## config.mk

```make
export PLATFORM = sky130hd
export DESIGN_NAME = dac_thrsh_pulse_gen
export DESIGN_NICKNAME = d
export VERILOG_FILES = /design/src/rtl/dac_thrsh_pulse_gen.sv
export SDC_FILE = /design/constraint.sdc
export NUM_CORES = 1
export LEC_CHECK = 0
export CORE_ASPECT_RATIO = 0.7
export CORE_MARGIN = 4
export CORE_UTILIZATION = 69
export CTS_CLUSTER_SIZE = 40
export DETAILED_ROUTE_END_ITERATION = 8
export DONT_BUFFER_PORTS = 1
export GPL_TIMING_DRIVEN = 0
export PLACE_DENSITY = 0.85
export SETUP_SLACK_MARGIN = 0.4
export SYNTH_ARGS = -nofsm -noshare
export SYNTH_HDL_FRONTEND = slang
export SYNTH_SLANG_ARGS = --single-unit
```

## constraint.sdc

```tcl
create_clock -name dataclk -period 4.95 [get_ports dataclk]
set_input_delay 1.2375 -clock dataclk [delete_from_list [all_inputs] [get_ports dataclk]]
set_output_delay 1.2375 -clock dataclk [all_outputs]
set_load 0.1 [all_outputs]
```

## src/rtl/dac_thrsh_pulse_gen.sv

```systemverilog
// dac_thrsh_pulse_gen: threshold-triggered TTL pulse generator with refractory lockout and event counters
module dac_thrsh_pulse_gen #(
    parameter logic [31:0] ms_clk1_a = 32'd100
) (
    input  logic        dataclk,
    input  logic        reset,
    input  logic [31:0] main_state,
    input  logic [5:0]  channel,
    input  logic        thrsh_in,
    input  logic        enable,
    input  logic [15:0] pulse_width,
    input  logic [15:0] refractory,
    input  logic        count_clear,
    output logic        ttl_out,
    output logic        busy,
    output logic [15:0] event_count,
    output logic [15:0] dropped_count
);
    typedef enum logic [1:0] {IDLE, PULSE, REFRACT} state_t;

    state_t      state_q, state_d;
    logic        thrsh_prev_q, thrsh_prev_d;
    logic        ttl_out_q, ttl_out_d;
    logic        busy_q, busy_d;
    logic [15:0] width_q, width_d;
    logic [15:0] refr_q, refr_d;
    logic [15:0] event_count_q, event_count_d;
    logic [15:0] dropped_count_q, dropped_count_d;
    logic        strobe, rise, accept, drop;

    always_ff @(posedge dataclk) begin
        if (reset) begin
            state_q         <= IDLE;
            thrsh_prev_q    <= 1'b1;
            ttl_out_q       <= 1'b0;
            busy_q          <= 1'b0;
            width_q         <= 16'd0;
            refr_q          <= 16'd0;
            event_count_q   <= 16'd0;
            dropped_count_q <= 16'd0;
        end else begin
            state_q         <= state_d;
            thrsh_prev_q    <= thrsh_prev_d;
            ttl_out_q       <= ttl_out_d;
            busy_q          <= busy_d;
            width_q         <= width_d;
            refr_q          <= refr_d;
            event_count_q   <= event_count_d;
            dropped_count_q <= dropped_count_d;
        end
    end

    // width_q holds the PULSE cycles remaining after the current one
    always_comb begin
        strobe       = (main_state == ms_clk1_a) && (channel == 6'd0);
        rise         = strobe && thrsh_in && !thrsh_prev_q;
        thrsh_prev_d = strobe ? thrsh_in : thrsh_prev_q;
        state_d      = state_q;
        width_d      = width_q;
        refr_d       = refr_q;
        unique case (state_q)
            IDLE: if (rise) begin
                state_d = PULSE;
                width_d = (pulse_width == 16'd0) ? 16'd0 : pulse_width - 16'd1;
                refr_d  = refractory;
            end
            PULSE: if (width_q == 16'd0) state_d = (refr_q != 16'd0) ? REFRACT : IDLE;
                   else width_d = width_q - 16'd1;
            REFRACT: if (strobe) begin
                refr_d = refr_q - 16'd1;
                if (refr_q == 16'd1) state_d = IDLE;
            end
            default: state_d = IDLE;
        endcase
        if (!enable) state_d = IDLE;
    end

    always_comb begin
        accept          = rise && enable && (state_q == IDLE);
        drop            = rise && enable && (state_q != IDLE);
        ttl_out_d       = (state_d == PULSE);
        busy_d          = (state_d != IDLE);
        event_count_d   = count_clear ? 16'd0 :
                          (accept && event_count_q != 16'hFFFF) ? event_count_q + 16'd1 : event_count_q;
        dropped_count_d = count_clear ? 16'd0 :
                          (drop && dropped_count_q != 16'hFFFF) ? dropped_count_q + 16'd1 : dropped_count_q;
    end

    assign ttl_out       = ttl_out_q;
    assign busy          = busy_q;
    assign event_count   = event_count_q;
    assign dropped_count = dropped_count_q;
endmodule

```

==> flow_results.org, run 1 <==
** Synth
- Number of warning messages in the yosys log :: 0
- Cell count after synthesis :: 537
- Share of flip-flops with an asynchronous set or reset after synthesis :: 0%
- Averaged over all synthesized cells, the footprint is 7.77 um^2.
- The synthesized design contains between 60 and 70 register bits.
- Cell area after synthesis :: 0.00417 mm^2
- The number of different library cells used by synthesis comes to between 60 and 70.
- Most used flip-flop cell after synthesis :: sky130_fd_sc_hd__dfxtp_1
- Count of flip-flops with a built-in enable after synthesis :: 0
- Post-Syn Nets :: 620
- Sequential cells were found to cover 33.1% of the synthesized design area.

** CTS
- The tree is rooted in a sky130_fd_sc_hd__clkbuf_8.
- TritonCTS clock tree :: built
- Max clock buf depth :: 2
- Source-to-sink clock delay at the later pin of the worst-skew pair :: between 0.3 and 0.4 ns
- Number of clock sinks seen by CTS :: 69
- In this run, post-CTS repair resized a total of 0 instances.
- Worst-path clk slew :: about 0.070 ns
- Counting the buffers created by CTS gives 9.
- CTS built an H-tree with a depth of 3.
- Buffers inserted during post-CTS setup optimization :: 0
- Hold_buf cts :: 0

** Setup path
- Launching element type of the critical path :: input port
- Worst endpoint data arrival time :: 3.20 ns
- Across all register-to-register paths, the minimum setup slack is 2.10 ns.
- Required time of the critical path :: between 5 and 6 ns
- Largest driver fanout on the critical path :: 10
- End of the worst register-to-register path :: dropped_count[0]$_SDFFE_PP0P_
- STA classifies the critical path endpoint as a flop.
- Startpoint-to-endpoint class of the critical path :: input port to flop
- Startpoint of the worst-slack reg-to-reg timing path :: dropped_count[6]$_SDFFE_PP0P_
- Measured in cells, the most critical reg-to-reg path has a length of 7.

** Power and ir drop
- In this run the power density over the cells is approximately 220 mW/mm^2.
- Part of the power in combinational logic :: 4.1%
- Net switching is 23.9% of the power.
- IR analysis of the VDD net gives a maximum drop of 0.000172 V.
- Internal power :: 748 uW
- Reported leakage power :: 1.53 nW
- Registers are responsible for a little under three fifths of the overall power.
- Clock Power Share :: 39.5%
- In this run the power spent charging and discharging nets is about 230 uW.

** Finish
- Ratio of cells with drive above 1 in the final layout :: under 10%
- In the layout the commonest cells are 69 x sky130_fd_sc_hd__dfxtp_1, 65 x sky130_fd_sc_hd__nor2_1, 49 x sky130_fd_sc_hd__nand2_1.
- Fill cell count :: 472
- Most common library cell in the layout ignoring fill and taps :: sky130_fd_sc_hd__dfxtp_1
- Register cell area after layout :: 0.00138 mm^2
- Final #Nets :: 631
- The finished cells cover approximately 0.0044 mm^2.
- Summing all multi-input logic gate instances after layout gives 0.00263 mm^2.
- Once layout is complete, the utilization of the core stands at between 70 and 80%.
- Number of diodes :: 0
- Relative to the synthesized area, the layout overhead comes to 6.00%.
- Finished Layout Cells :: 627

** STA
- For the final routed database, the setup TNS stands at 0 ns.
- Timing would allow up to ~330 MHz.
- At the pin with the least slew margin, the transition time is 1.15 ns.
- Clock skew after layout :: between 0.01 and 0.015 ns
- For the finished layout, the period the worst path requires is roughly 3.0 ns.
- The count of final max-slew check failures was 0.
- Setup violations remaining at the end of the flow were counted as 0.
- The number of hold violations in the final report came to 0.
- Headroom to the max-slew limit came out at 23.5%.
- Period utilisation layout :: 60.5%
- Unrepaired setup endpoints after global routing :: no

** Place
- Instance area at placement :: 0.00426 mm^2
- Once placement completed, the tool counted placed cells totaling 612.
- Count of port buffers added during placement :: 0
- Dpl hpwl :: 8490 um
- Placer's final routability congestion estimate :: 0.912

** Global routing
- Met3 track utilization from global routing :: 7.07%
- Vias in the first global route :: roughly 3700
- For met1 alone, demand over resource in global routing was 40.7%.
- Met2 capacity usage during global routing :: 49.5%
- Overall global routing resource usage :: 30.4%
- Largest net degree at the start of global routing :: 12
- The number of antenna violations at the first check in global routing came to 0.
- The layer flagged by global routing as most heavily used is met2.
- The first global-routing pass estimated 17900 um of wire.
- Congestion Overflow GR :: 0

** Flow run
- The tool flagged a number of max-cap violations equal to 0.

** Drt
- Drt pass-1 iters :: 5
- After detailed routing, the number of vias per cell comes to 6.69.
- Routed WL per cell :: ~18 um
- For this block, the routed nets add up to 11300 um of wire.
- Number of vias after detailed routing :: 4196
- After detailed routing, the number of remaining DRC violations is 0.
- Number of nets with antenna violations after routing :: 0
- In this run, the number of DRC markers left after iteration 0 of detailed routing was 302.

** Die
- Number of primary I/O pins :: 109
- The floorplan step set the die height to 73.0 um.
- The floorplan has 23 rows.
- Initial standard-cell utilization of the core :: between 70 and 80%
- The die covers 0.00737 mm^2.
- Core ar. :: 0.00578 mm^2
- The floorplan step set the die width to 101 um.

** Worst hold path
- Worst hold path depth :: 2
- End point of the worst hold path :: refr_q[15]$_SDFFE_PP0P_
- Hold path startpoint :: refr_q[15]$_SDFFE_PP0P_
- Hold Path Class :: flop to flop

** Status
- Result of the run :: finished clean
[power groups by stage]
| stage | Sequential (mW) | Combinational [mW] | Clock, mW |
|---|---|---|---|
| 2_1_floorplan | 0.568 | 0.0305 | 0 |
| 3_3_place_gp | 0.568 | 0.0384 | 0 |
| 3_5_place_dp | 0.568 | 0.0388 | 0 |
| 4_1_cts | 0.555 | 0.0392 | 0.390 |
| 5_1_grt | 0.554 | 0.0443 | 0.411 |
| 6_report | 0.555 | 0.0399 | 0.388 |
[worst max-delay path, cell delays in order]
cell                       delay, ns
sky130_fd_sc_hd__inv_1          0.03
sky130_fd_sc_hd__ha_1           0.19
sky130_fd_sc_hd__or4b_1         0.55
sky130_fd_sc_hd__nor4_4         0.30
sky130_fd_sc_hd__a31o_2         0.31
sky130_fd_sc_hd__buf_2          0.25
sky130_fd_sc_hd__o221ai_1       0.13
sky130_fd_sc_hd__nor2_1         0.13
sky130_fd_sc_hd__nor3_1         0.05
[per-stage QoR]
step | power, mW | hold slack [ns] | worst slack, ns
2_1_floorplan | 0.598 | 0.440 | 1.92
3_3_place_gp | 0.606 | 0.450 | 1.63
3_5_place_dp | 0.606 | 0.468 | 1.61
4_1_cts | 0.984 | 0.479 | 1.97
5_1_grt | 1.01 | 0.497 | 1.78
6_report | 0.983 | 0.476 | 1.96
[logic make-up after synthesis]
logic type / count (synthesis) / share of synthesized area (%)
AND/OR/NAND/NOR: 244 / 32.2
AO/OA/AOI/OAI: 139 / 20.6
flip-flops: 69 / 33.1
buffers and inverters: 40 / 3.81
XOR/XNOR: 34 / 7.14
adder cells (fa/ha/maj): 8 / 2.40
multiplexers: 3 / 0.720
[final cells by class]
class / count / area share [%]
inverters: 12 / 1.02
multi-input cells: 428 / 59.5
flip-flops and latches: 69 / 31.2
well taps: 75 / 2.12
plain buffers: 28 / 2.58
clock buffers: 10 / 2.89
clock inverters: 5 / 0.651
[how the worst max path moves through the flow]
stage                    from                       to  cells after the start
2_1_floorplan  pulse_width[0]  width_q[9]$_SDFFE_PP0P_                      9
3_3_place_gp   pulse_width[0]  width_q[9]$_SDFFE_PP0P_                      9
3_5_place_dp   pulse_width[0]  width_q[7]$_SDFFE_PP0P_                      9
4_1_cts        pulse_width[0]  width_q[7]$_SDFFE_PP0P_                      9
5_1_grt        main_state[23]  refr_q[11]$_SDFFE_PP0P_                      7
6_report       pulse_width[0]  width_q[7]$_SDFFE_PP0P_                      9
[state kept, by name, indices dropped and copies added, names as in the netlist]
register and flops:
event_count 16, width_q 16, ttl_out 1, state_q 2, refr_q 16, thrsh_prev_q 1
dropped_count 16, busy 1
[per-layer routing]
metal / part of all wire, % / routed length (um)
met1: 41 / 4680
met2: 47 / 5280
met3: 10 / 1150
met4: 1.5 / 175
met5: 0 / 0
[cells in the mapped netlist (all sizes together) (7+ instances only)]
cell type	instances	area [um^2]
a21oi	43	219
and3	11	68.8
buf	7	35.0
clkbuf	21	78.8
dfxtp	69	1380
ha	8	100
inv	12	45.0
nand2	49	184
nand3	22	115
nand4	14	87.6
nor2	65	244
nor3	15	86.3
nor4	20	191
o21ai	41	205
o31ai	8	60.1
or4	9	71.3
xnor2	13	114
xor2	21	184
Note: power is estimated with default switching activity, not from simulation.
==> inputs of run 2 (changes only) <==
--- a/config.mk
+++ b/config.mk
@@ -7,12 +7,12 @@
 export LEC_CHECK = 0
 export CORE_ASPECT_RATIO = 0.7
 export CORE_MARGIN = 4
-export CORE_UTILIZATION = 69
+export CORE_UTILIZATION = 58
 export CTS_CLUSTER_SIZE = 40
 export DETAILED_ROUTE_END_ITERATION = 8
 export DONT_BUFFER_PORTS = 1
 export GPL_TIMING_DRIVEN = 0
-export PLACE_DENSITY = 0.85
+export PLACE_DENSITY = 0.76
 export SETUP_SLACK_MARGIN = 0.4
 export SYNTH_ARGS = -nofsm -noshare
 export SYNTH_HDL_FRONTEND = slang
==> constraint.sdc (replaced) <==
create_clock -name dataclk -period 2.75 [get_ports dataclk]
set_input_delay 0.6875 -clock dataclk [delete_from_list [all_inputs] [get_ports dataclk]]
set_output_delay 0.6875 -clock dataclk [all_outputs]
set_load 0.1 [all_outputs]
==> run 2 against run 1 <==
- sequential cell count did not move
- register-to-register slack lost 1.6 ns
- sequential share of layout area fell by 0.61 points
- die area up 17%
- setup slack worse by 1.4 ns
- cell area increased by 6.9%
- clock power is 130% higher
- wire length up 7.5%
- first-iteration DRC count increased by 27%
- combinational power increased by 92%
- largest power group unchanged
==> flow_results.org, run 2 (synthesis results as in run 1) <==
** Finish
- Finished Layout Cells :: 653
- Number of diodes :: 0
- The net count of the finished layout is 637.
- Top library cells by usage in the layout, fill and taps aside :: 65 x sky130_fd_sc_hd__nor2_1, 49 x sky130_fd_sc_hd__nand2_1, 42 x sky130_fd_sc_hd__a21oi_1
- After routing the design area is 0.00472 mm^2.
- The post-route netlist has 16.1% of its cells at a drive strength greater than 1.
- Most common library cell in the layout ignoring fill and taps :: sky130_fd_sc_hd__nor2_1
- Cells fill 68.7% of the core in the end.
- Relative to the synthesized area, the layout overhead comes to 13.3%.

** Drt
- Drt pass-1 iters :: 6
- In the routed design, unresolved DRC markers number 0.
- Routed WL per cell :: 18.6 um
- DR vias/cell :: 6.53
- Once detail routing completed, the nets flagged for antenna violations numbered 0.
- After the first detailed-routing iteration, the DRC count stood at 383.
- WL final :: ~12000 um
- Number of vias after detailed routing :: 4264

** Place
- Once detailed placement completed, the half-perimeter wirelength came to 8950 um.
- Placer's final routability congestion estimate :: between 0.8 and 0.9
- Count of port buffers added during placement :: 0
- Instance area at placement :: 0.00434 mm^2
- In this run, placement finished with an instance count of about 630.
- Placement-stage worst setup slack :: -0.0998 ns

** STA
- Fin. Hold Viols :: 0
- Minimum period implied by the final worst setup slack :: 2.22 ns
- Count of final setup violators :: 0
- Setup repair after global routing could not meet its margin everywhere.
- The count of final max-slew check failures is 0.
- Once routing completed, OpenROAD measured the worst setup slack at 0.531 ns.
- For the final database, setup skew stands at 0.0110 ns.
- Measured against its own limit, the worst slew margin works out to 35.5%.
- Actual slew at the worst max-slew pin :: about 0.97 ns
- For this run, the top clock speed supported by timing is around 450 MHz.
- Period utilisation layout :: 80.7%

** CTS
- The cell sitting at the root of the clock tree is a sky130_fd_sc_hd__clkbuf_8.
- Worst-path clk slew :: 0.08 ns
- Clock latency on the worst-skew pair, taken at its later pin, is 0.35 ns.
- TritonCTS buffer count :: 9
- Hold_buf cts :: 0
- Max clock buf depth :: 2
- TritonCTS clock tree :: built
- Counting every sink on the clock net gives about 70.
- Htree depth :: 3

** Setup path
- The critical path ends at event_count[15]$_SDFFE_PP0P_.
- Along the worst path, the maximum fanout reaches 7.
- The signal on the critical path passes through nor4b_1, nand3b_1, buf_4, buf_4, nor4_4, nand3_1, or3_1, a21oi_1.
- The worst setup path is captured at a flop.
- Start point of the critical path :: main_state[9]
- End of the worst register-to-register path :: busy$_SDFF_PP0_
- The slowest stage of the critical path is the sky130_fd_sc_hd__nor4_4 cell.
- The startpoint identified for the worst register-to-register timing path is refr_q[6]$_SDFFE_PP0P_.
- At the worst endpoint, the arrival time is 2.50 ns.
- STA puts the critical path data required time at roughly 3 ns.
- The setup path with the least slack is of type input port to flop.
- Cell count of the worst reg-to-reg path :: 7
- Worst reg2reg setup slack :: 0.54 ns
- The worst setup path is launched from an input port.
- Delay of the slowest cell on the worst path :: 0.44 ns
- In this design, the critical path's most frequently occurring cell is sky130_fd_sc_hd__buf_4.

** Power and ir drop
- Total chip power :: 1.98 mW
- Peak VDD IR :: 0.000327 V
- Reported leakage power :: about 1.6 nW
- Dividing total power by cell area gives a power density of roughly 420 mW/mm^2.

** Global routing
- The number of global-route vias before repair is between 4000 and 5000.
- Overall global routing resource usage :: around 29%
- Summed over all layers, the global routing overflow is 0.
- The number of antenna violations at the first check in global routing came to 0.
- Entering global routing, the biggest net connects 13 pins.
- The first global-routing pass estimated 19800 um of wire.

** Die
- After floorplanning, the core was sized to cover 0.00688 mm^2.
- Site Rows :: 25
- Horizontal die dimension :: 109 um
- The die is 78.9 um tall.
- Floorplan die area :: 0.00863 mm^2
- Initial standard-cell utilization of the core :: between 60% and 70%
- Number of primary I/O pins :: 109

** Flow run
- Max Cap Viol :: 0

** Worst hold path
- Hold Path Class :: input port to flop

** Status
- The run finished with clean final reports.
## run 2: critical path, delay by kind of cell
| family | cells | cell delay [ns] |
|---|---|---|
| and+or+nand+nor | 5 | 1.36 |
| buffers and inverters | 2 | 0.31 |
| AOI/OAI and AO/OA | 1 | 0.14 |
## run 2: worst min-delay path by stage
stage	startpoint	end	slack, ns	cells after the start
2_1_floorplan	refr_q[1]$_SDFFE_PP0P_	refr_q[1]$_SDFFE_PP0P_	0.44	2
6_report	thrsh_in	thrsh_prev_q$_SDFFE_PP1N_	0.47	1
3_5_place_dp	refr_q[1]$_SDFFE_PP0P_	refr_q[1]$_SDFFE_PP0P_	0.46	2
4_1_cts	thrsh_in	thrsh_prev_q$_SDFFE_PP1N_	0.45	1
3_3_place_gp	refr_q[1]$_SDFFE_PP0P_	refr_q[1]$_SDFFE_PP0P_	0.45	2
5_1_grt	thrsh_in	thrsh_prev_q$_SDFFE_PP1N_	0.45	1
## run 2: area by class of cell
type                    instances  area (um^2)
plain buffers                  28          135
clock buffers                  11          131
clock inverters                 5         85.1
fillers                       619         2160
inverters                      12         45.0
multi-input cells             428         2720
flip-flops and latches         69         1450
well taps                      94          118
repair buffers                  6         45.0
## run 2: routing by layer
metal	vias to the layer above	track usage (%)	part of all wire [%]	wire length [um]
met5	-	0	0	0
met4	0	11.6	3.1	379
met3	39	8.94	9.9	1200
met2	246	45.8	46	5630
met1	1975	36.1	41	4920
li1	2004	-	-	-
## run 2: timing repair
action                                  4_1_cts  5_1_grt
gates resized for setup                      27       25
pin swaps                                     2        3
endpoints found under the setup margin       43       50
setup buffers                                 4        2
## run 2: power by group
group	switching (mW)	internal (mW)	total, mW
clock	0.396	0.514	0.910
sequential	0.000000000000250	0.988	0.988
combinational	0.0437	0.0332	0.0768
total	0.440	1.54	1.98
## run 2: through the flow
step	hold slack, ns	TNS (ns)
after floorplan	0.440	0
after global placement	0.453	0
after detailed placement	0.456	-0.634
after CTS	0.454	0
after global routing	0.454	0
final	0.465	0
